File: src/rtl/riscv_pkg.sv
// Shared RV32I constants, instruction field positions and stage-state type.
package riscv_pkg;

    localparam int unsigned INSTR_W    = 32;
    localparam int unsigned REG_ADDR_W = 5;
    localparam int unsigned NUM_REGS   = 32;
    localparam int unsigned OPCODE_W   = 7;

    // Field positions inside a 32-bit RV32I instruction
    localparam int unsigned OPCODE_LSB = 0;
    localparam int unsigned RD_LSB     = 7;
    localparam int unsigned RS1_LSB    = 15;
    localparam int unsigned RS2_LSB    = 20;

    localparam logic [OPCODE_W-1:0] OP_STORE  = 7'b0100011;
    localparam logic [OPCODE_W-1:0] OP_BRANCH = 7'b1100011;

    typedef enum logic [1:0] {
        EMPTY = 2'd0,
        READ  = 2'd1,
        READY = 2'd2
    } stage_state_e;

    // Stores and branches reuse the rd field as immediate bits; x0 is never a real write.
    function automatic logic writes_rd(input logic [OPCODE_W-1:0]   opcode,
                                       input logic [REG_ADDR_W-1:0] rd);
        return (opcode != OP_STORE) && (opcode != OP_BRANCH) && (rd != '0);
    endfunction

endpackage

File: src/rtl/hazard_scoreboard.sv
// Pending-write scoreboard: one busy bit per architectural register.
module hazard_scoreboard
    import riscv_pkg::*;
(
    input  logic                  clock,
    input  logic                  reset_n,
    input  logic                  set_en,
    input  logic [REG_ADDR_W-1:0] set_addr,
    input  logic                  clr_en,
    input  logic [REG_ADDR_W-1:0] clr_addr,
    input  logic [REG_ADDR_W-1:0] lookup_addr1,
    input  logic [REG_ADDR_W-1:0] lookup_addr2,
    output logic                  lookup_busy1_c,
    output logic                  lookup_busy2_c
);

    logic [NUM_REGS-1:0] busy_q;
    logic [NUM_REGS-1:0] busy_d;

    // Clear first so a same-address set in the same cycle wins; x0 never tracked
    always_comb begin
        busy_d = busy_q;
        if (clr_en) begin
            busy_d[clr_addr] = 1'b0;
        end
        if (set_en) begin
            busy_d[set_addr] = 1'b1;
        end
        busy_d[0] = 1'b0;
    end

    // Busy vector register
    always_ff @(posedge clock) begin
        if (!reset_n) begin
            busy_q <= '0;
        end else begin
            busy_q <= busy_d;
        end
    end

    assign lookup_busy1_c = busy_q[lookup_addr1];
    assign lookup_busy2_c = busy_q[lookup_addr2];

endmodule

File: src/rtl/operand_fetch_stage.sv
// Decode->execute stage: register-file read, writeback bypass, RAW stall, valid/ready output.
module operand_fetch_stage
    import riscv_pkg::*;
#(
    parameter int unsigned WORD_SIZE = 32
) (
    input  logic                  clock,
    input  logic                  reset_n,
    input  logic                  flush,
    input  logic                  in_valid,
    output logic                  in_ready,
    input  logic [INSTR_W-1:0]    in_instr,
    input  logic [WORD_SIZE-1:0]  in_pc,
    output logic [REG_ADDR_W-1:0] rf_read_addr1,
    output logic [REG_ADDR_W-1:0] rf_read_addr2,
    input  logic [WORD_SIZE-1:0]  rf_read_data1,
    input  logic [WORD_SIZE-1:0]  rf_read_data2,
    input  logic                  wb_write_en,
    input  logic [REG_ADDR_W-1:0] wb_write_addr,
    input  logic [WORD_SIZE-1:0]  wb_write_data,
    output logic                  out_valid,
    input  logic                  out_ready,
    output logic [INSTR_W-1:0]    out_instr,
    output logic [WORD_SIZE-1:0]  out_pc,
    output logic [WORD_SIZE-1:0]  out_rs1_data,
    output logic [WORD_SIZE-1:0]  out_rs2_data,
    output logic [REG_ADDR_W-1:0] out_rd,
    output logic                  out_rd_we
);

    stage_state_e          state_q;
    stage_state_e          state_d;
    logic [INSTR_W-1:0]    instr_q;
    logic [WORD_SIZE-1:0]  pc_q;
    logic [WORD_SIZE-1:0]  rs1_q;
    logic [WORD_SIZE-1:0]  rs2_q;

    logic [REG_ADDR_W-1:0] rs1_addr_c;
    logic [REG_ADDR_W-1:0] rs2_addr_c;
    logic [REG_ADDR_W-1:0] rd_addr_c;
    logic [OPCODE_W-1:0]   opcode_c;
    logic                  rd_we_c;
    logic                  busy1_c;
    logic                  busy2_c;
    logic                  wb_hit1_c;
    logic                  wb_hit2_c;
    logic                  hazard_c;
    logic                  accept_c;
    logic                  fire_c;
    logic                  capture_c;
    logic [WORD_SIZE-1:0]  rs1_val_c;
    logic [WORD_SIZE-1:0]  rs2_val_c;

    assign rs1_addr_c = instr_q[RS1_LSB +: REG_ADDR_W];
    assign rs2_addr_c = instr_q[RS2_LSB +: REG_ADDR_W];
    assign rd_addr_c  = instr_q[RD_LSB +: REG_ADDR_W];
    assign opcode_c   = instr_q[OPCODE_LSB +: OPCODE_W];
    assign rd_we_c    = writes_rd(opcode_c, rd_addr_c);

    hazard_scoreboard u_scoreboard (
        .clock          (clock),
        .reset_n        (reset_n),
        .set_en         (fire_c && rd_we_c),
        .set_addr       (rd_addr_c),
        .clr_en         (wb_write_en),
        .clr_addr       (wb_write_addr),
        .lookup_addr1   (rs1_addr_c),
        .lookup_addr2   (rs2_addr_c),
        .lookup_busy1_c (busy1_c),
        .lookup_busy2_c (busy2_c)
    );

    // Operand resolution and hazard detection for the held instruction
    always_comb begin
        wb_hit1_c = wb_write_en && (wb_write_addr == rs1_addr_c);
        wb_hit2_c = wb_write_en && (wb_write_addr == rs2_addr_c);
        hazard_c  = (busy1_c && (rs1_addr_c != '0) && !wb_hit1_c) ||
                    (busy2_c && (rs2_addr_c != '0) && !wb_hit2_c);
        if (rs1_addr_c == '0) begin
            rs1_val_c = '0;
        end else if (wb_hit1_c) begin
            rs1_val_c = wb_write_data;
        end else begin
            rs1_val_c = rf_read_data1;
        end
        if (rs2_addr_c == '0) begin
            rs2_val_c = '0;
        end else if (wb_hit2_c) begin
            rs2_val_c = wb_write_data;
        end else begin
            rs2_val_c = rf_read_data2;
        end
    end

    // Stage state register
    always_ff @(posedge clock) begin
        if (!reset_n) begin
            state_q <= EMPTY;
        end else begin
            state_q <= state_d;
        end
    end

    // Next-state logic; flush overrides every transition
    always_comb begin
        state_d = state_q;
        case (state_q)
            EMPTY: begin
                if (accept_c) begin
                    state_d = READ;
                end
            end
            READ: begin
                if (!hazard_c) begin
                    state_d = READY;
                end
            end
            READY: begin
                if (out_ready) begin
                    state_d = accept_c ? READ : EMPTY;
                end
            end
            default: state_d = EMPTY;
        endcase
        if (flush) begin
            state_d = EMPTY;
        end
    end

    // Handshake decode from current state
    always_comb begin
        in_ready  = 1'b0;
        out_valid = 1'b0;
        fire_c    = 1'b0;
        capture_c = 1'b0;
        if (reset_n && !flush) begin
            in_ready  = (state_q == EMPTY) || ((state_q == READY) && out_ready);
            fire_c    = (state_q == READY) && out_ready;
            capture_c = (state_q == READ) && !hazard_c;
        end
        out_valid = (state_q == READY);
        accept_c  = in_valid && in_ready;
    end

    // Held instruction and resolved operands
    always_ff @(posedge clock) begin
        if (!reset_n) begin
            instr_q <= '0;
            pc_q    <= '0;
            rs1_q   <= '0;
            rs2_q   <= '0;
        end else begin
            if (accept_c) begin
                instr_q <= in_instr;
                pc_q    <= in_pc;
            end
            if (capture_c) begin
                rs1_q <= rs1_val_c;
                rs2_q <= rs2_val_c;
            end
        end
    end

    assign rf_read_addr1 = rs1_addr_c;
    assign rf_read_addr2 = rs2_addr_c;
    assign out_instr     = instr_q;
    assign out_pc        = pc_q;
    assign out_rs1_data  = rs1_q;
    assign out_rs2_data  = rs2_q;
    assign out_rd        = rd_addr_c;
    assign out_rd_we     = rd_we_c;

endmodule
File: config.mk
export PLATFORM = sky130hd
export DESIGN_NAME = operand_fetch_stage
export DESIGN_NICKNAME = d
export VERILOG_FILES = /design/src/rtl/riscv_pkg.sv /design/src/rtl/hazard_scoreboard.sv /design/src/rtl/operand_fetch_stage.sv
export SDC_FILE = /design/constraint.sdc
export NUM_CORES = 1
export LEC_CHECK = 0
export CORE_ASPECT_RATIO = 1.25
export CORE_MARGIN = 2
export CORE_UTILIZATION = 48
export DETAILED_ROUTE_END_ITERATION = 12
export HOLD_SLACK_MARGIN = 0.03
export PLACE_DENSITY = 0.95
export SYNTH_ARGS = -nofsm -noshare
export SYNTH_HDL_FRONTEND = slang
export SYNTH_SLANG_ARGS = --single-unit
File: constraint.sdc
create_clock -name clock -period 6 [get_ports clock]
set_clock_uncertainty 0.1 [all_clocks]
set_input_delay 0.6 -clock clock [delete_from_list [all_inputs] [get_ports clock]]
set_output_delay 0.6 -clock clock [all_outputs]
set_load 0.02 [all_outputs]
; ---- Word level (Yosys, flattened, before mapping)
; Index checks and enable logic that the tools add are counted.
[word_totals]
regBits = 162
output_inout_bits = 146
[op_classes]
n_lt_le_gt_ge = 6
eq_ne = 9
muxes = 22
bitwise = 4
n_reduce_logical = 29
[ops]
columns = operator, n
row1 = $mux 32, 6
row2 = $and 32x32->32, 1
row3 = $not 32->32, 1
row4 = $or 32x32->32, 1
row5 = $lt 5x6->1 const B, 4
row6 = $logic_and 1x1->1, 15
row7 = $reduce_bool 5->1, 3
row8 = $bmux 1 s5, 2
row9 = $demux 1 s5, 2
row10 = $eq 5x5->1, 2
row11 = $ge 5x1->1 const B, 2
row12 = $logic_not 5->1, 2
row13 = $mux 1, 8
row14 = $ne 7x6->1 const B, 1
row15 = $ne 7x7->1 const B, 1
row16 = $mux 2, 3
row17 = $pmux 2 s3, 1
row18 = $logic_not 1->1, 4
row19 = $ne 2x2->1 const B, 2
row20 = $reduce_and 3->1, 1
row21 = $eq 2x1->1 const B, 1
row22 = $eq 2x2->1 const B, 1
row23 = $logic_not 2->1, 1
row24 = $logic_or 1x1->1, 2
row25 = other kinds (3), 3

; ---- Depth between registers and ports, before layout
[depth]
depth_word = 9
mapped_depth = 10
depth_no_buf = 6

; ---- Cells and area by module
; From an unflattened synthesis, not the netlist that was laid out.
[hier_totals]
hier_cells = 1000
area_unflattened_um2 = 8212.9
[modules_own_cells]
columns = mod, n_inst, cells_per_inst, area_per_inst_um2, seq_area_each_um2
row1 = operand_fetch_stage, 1, 771, 6308.6, 2602.5
row2 = hazard_scoreboard, 1, 229, 1904.3, 620.6

; ---- Worst setup path before layout
; Ideal clock, no wire load.
[synth_path]
path_type = input port to flip-flop
start = input reset_n
end = register instr_q[0] (netlist: out_instr[0])
t_arrival_ps = 2710
t_required_ps = 5824
path_slack_ps = 3115
path_stages = 8
path_buffers = 3
cell_sequence = clkbuf_1 nor3b_1 a21boi_0 and2_1 clkbuf_1 buf_1 nand2_1 a21boi_0
[synth_between]
elab_chain_len = 3
[synth_lines]
columns = element, line_no
row1 = from (decl), operand_fetch_stage.sv:8  ; input logic reset_n,
row2 = $logic_and 1x1->1, operand_fetch_stage.sv:136  ; if (reset_n && !flush) begin
row3 = $mux 1, operand_fetch_stage.sv:136
row4 = named net in_ready, operand_fetch_stage.sv:11  ; output logic in_ready,
row5 = $logic_and 1x1->1, operand_fetch_stage.sv:142  ; accept_c = in_valid && in_ready;
row6 = to (signal assigned), operand_fetch_stage.sv:154  ; instr_q <= in_instr;
row7 = to (decl), operand_fetch_stage.sv:33  ; logic [INSTR_W-1:0] instr_q;
; The timed path passes the listed nets, and every way through them passes these cells.
; A chain may end at the register's enable or synchronous reset.

; ---- Final worst setup path
[layout_path]
start = register instr_q[20] (netlist: out_instr[20])
end = register rs2_q[0] (netlist: out_rs2_data[0])
[layout_between]
elab_chain_len = 8
elab_cells_between_ends = 15
classes_between = 1 x eq/ne / 5 x mux / 9 x reduce/logical
[layout_lines]
columns = element, line_no
row1 = $bmux 1 s5 / $eq 5x5->1 (equally long branches), "hazard_scoreboard.sv:42, operand_fetch_stage.sv:76"
row2 = $mux 1 (not written as such) / $logic_and 1x1->1 (equally long branches), "hazard_scoreboard.sv:42, operand_fetch_stage.sv:76"
row3 = $logic_and 1x1->1 / $logic_not 1->1 (equally long branches), operand_fetch_stage.sv:78  ; (busy2_c && (rs2_addr_c != '0) && !wb_hit2_c);
row4 = $logic_and 1x1->1, operand_fetch_stage.sv:78
row5 = $logic_or 1x1->1, operand_fetch_stage.sv:77  ; hazard_c = (busy1_c && (rs1_addr_c != '0) && !wb_hit1_c) ||
row6 = $logic_not 1->1, operand_fetch_stage.sv:139  ; capture_c = (state_q == READ) && !hazard_c;
row7 = $logic_and 1x1->1, operand_fetch_stage.sv:139
row8 = $mux 1, operand_fetch_stage.sv:136
row9 = to (signal assigned), operand_fetch_stage.sv:159  ; rs2_q <= rs2_val_c;
row10 = to (decl), operand_fetch_stage.sv:36  ; logic [WORD_SIZE-1:0] rs2_q;
; Several ways; a longest one is shown, not always the timed one. The select of a mux whose other input is x is not followed.

==> impl_metrics.json <==
{
  "outcome": "finished clean",
  "dp_hpwl_mm": 18.6,
  "synthesis.nets": 1021,
  "power.density_cell_area_nw_per_um2": 215,
  "synth-main-ff-cell": "dfxtp_1",
  "clock-root-buffer": "clkbuf_16",
  "post_route_non_filler_standard_cell_count": 1330,
  "chip_width_um": 119,
  "timing.rr.start": "out_instr[20]$_SDFFE_PN0P_",
  "fraction_of_layout_cells_with_a_size_suffix_above_1_pct": 10.2,
  "synthesis.instances": 850,
  "gr-total-overflow": 0,
  "r2r_setup_slack_ns": 2.45,
  "vias_per_cell": 5.66,
  "detail_route.drc_violations": 0,
  "async_flop_share_pct": 0,
  "detail-route-antenna-nets": 0,
  "drt_first_iter_violations": 675,
  "num_vias": 7529,
  "hold_path_depth": 2,
  "global_route_wire_length_before_repair_mm": 40.1,
  "drv_cap": 0,
  "numCtsBuffers": 17,
  "area_delta_synth_final_pct": 45.0,
  "reg2regPathDepth": 7,
  "clk-insertion-delay-late_ns": 0.42,
  "cts_tree": "yes",
  "mappedNetlistArea_um2": 8000,
  "ctsHtreeMaxLevel": 4,
  "totalNegativeSetupSlack_ns": 0,
  "place_inst": 1297,
  "initial_utilization_pct": 49.2,
  "cts_clock_pin_slew_for_the_worst_setup_and_hold_paths_ns": 0.06,
  "postSynthRegisterBits": 161,
  "post-cts-setup-buffer-count": 0,
  "nets": 1271,
  "final-max-slew-violation-count": 0,
  "fp.dieArea_um2": 17700,
  "die_height_um": 148,
  "grt_antenna_before_repair": 1,
  "yosysWarningCount": 0,
  "rows": 52,
  "clkSinkCount": 161,
  "post_cts_resized": 0,
  "timing.hold.worst_endpoint": "out_pc[28]$_SDFFE_PN0P_",
  "regToRegEndpoint": "out_rs2_data[0]$_SDFFE_PN0P_",
  "fp.coreArea_um2": 16300,
  "fmax_ghz": 0.282,
  "grt_max_degree": 99,
  "drt_pass1_iterations": 5,
  "final.period_utilization_pct": 59.2,
  "globalplace.congestion": 0.869,
  "syn_avg_cell_area_um2": 9.41,
  "clk_path_buf_depth": 2,
  "detail_route.wirelength_mm": 25.9,
  "worstPathMaxFanout": 65,
  "synth_enable_flop_cells": 0,
  "peakVddDrop_uv": 168,
  "arrival_ns": 3.70,
  "number_of_global_route_vias_before_repair": 7482,
  "timing_worst_slew_pin_value_ns": 1.08,
  "number_of_distinct_library_cells_after_synthesis": 49,
  "hp-class": "register to register",
  "holdBufCountCts": 0,
  "numPortBuffers": 316,
  "synth.yosys.seq_area_share_pct": 40.3,
  "slew_headroom_pct": 28.0,
  "grt_setup_unrepaired": "no",
  "worst_hold_startpoint": "out_pc[28]$_SDFFE_PN0P_",
  "leakagePower_nw": 3.71,
  "critPathKind": "register to register",
  "grt.total_usage_pct": 28.7,
  "mostFrequentLayoutCell": "clkdlybuf4s50_1",
  "clock_period_minus_worst_slack_ns": 3.55,
  "required_time_of_the_critical_path_ns": 6.15,
  "final_cell_mix": "clkdlybuf4s50_1 (315), nand2_1 (228), dfxtp_1 (161)",
  "cp-startpoint": "out_instr[20]$_SDFFE_PN0P_",
  "final-hold-violation-count": 0,
  "pin_count": 317,
  "worst_setup_path_end_kind": "register",
  "drt-wirelength-per-cell_um": 19.5,
  "setup_viol_count_final": 0,
  "worst_setup_path_start_kind": "register"
}
## kinds of logic (layout without fill, tap and decap cells)
logic type             count (synthesis)  count (layout)  synth area share [%]
AND/OR/NAND/NOR                      290             290                  15.7
AO/OA/AOI/OAI                        206             206                  24.2
flip-flops                           161             161                  40.3
buffers and inverters                 94             357                  5.99
multiplexers                          89              89                  12.8
XOR/XNOR                              10              10                  1.09
other                                  0               1                     0
## through the flow
step                      cell area [µm²]  setup WS (ns)  hold slack (ns)  power [W]  util [%]
final                               11600           2.45            0.363    0.00249      71.3
after global routing                11600           2.12            0.384    0.00258      71.3
after CTS                           11600           2.46            0.366    0.00251      71.3
after detailed placement            11000           2.31            0.358    0.00145      67.8
after global placement              11000           2.38            0.351    0.00144      67.8
after floorplan                      8000           3.11            0.364    0.00126         -
## routing by layer
metal	GRT usage (%)	vias up	wire [µm]
met4	15.6	0	1260
met3	8.21	80	2020
met5	0	-	0
li1	-	3503	-
met1	31.5	3564	9620
met2	49.9	382	13000
## registers in the layout (all words and copies together), names as in the netlist
register	cells
state_q	2
out_rs1_data	32
out_instr	32
out_pc	32
u_scoreboard.busy_q	31
out_rs2_data	32
## synthesized netlist by cell type, types with 7 or more instances
library cell  number  area share [%]
clkbuf_1          54             2.5
o32ai_1           14             1.5
o21ai_0           32             2.0
buf_4             19             1.8
mux2i_1           75             9.4
a21boi_0          97             9.1
nand2_1          230              11
buf_2              8            0.50
nor2b_1            7            0.55
xor2_1             8            0.88
o32ai_2           50              10
mux4_2            10             2.8
dfxtp_1          161              40
nand3_1            7            0.44
## critical path, stage by stage (launching register included)
cell	delay, ns
dfxtp_1	0.74
mux4_2	0.57
nor2b_1	0.14
a2111oi_0	0.41
a31oi_1	0.16
a211oi_4	0.27
buf_4	0.74
o32ai_1	0.19
## worst max-delay path by stage
| stage | to | slack, ns | cells after the start |
|---|---|---|---|
| after floorplan | out_instr[0]$_SDFFE_PN0P_ | 3.11 | 8 |
| after global placement | out_rs1_data[26]$_SDFFE_PN0P_ | 2.38 | 7 |
| after detailed placement | out_rs2_data[0]$_SDFFE_PN0P_ | 2.31 | 7 |
| after CTS | out_rs1_data[22]$_SDFFE_PN0P_ | 2.46 | 7 |
| after global routing | out_rs1_data[26]$_SDFFE_PN0P_ | 2.12 | 7 |
| final | out_rs2_data[0]$_SDFFE_PN0P_ | 2.45 | 7 |
## cell type report
class | instances | area, µm²
Fill cell | 1133 | 4660
Multi-Input combinational cell | 595 | 4320
Inverter | 4 | 15.0
Antenna cell | 1 | 2.50
Clock buffer | 21 | 440
Sequential cell | 161 | 3220
Tap cell | 216 | 270
Clock inverter | 11 | 130
Timing Repair Buffer | 321 | 3200
## where the power goes
group / total (W) / internal, W / switching, W
Clock: 0.00107 / 0.000617 / 0.000449
Sequential: 0.00111 / 0.00109 / 0.0000208
Combinational: 0.000319 / 0.000178 / 0.000141
Total: 0.00249 / 0.00188 / 0.000611
Power figures use the tool's default switching activity.
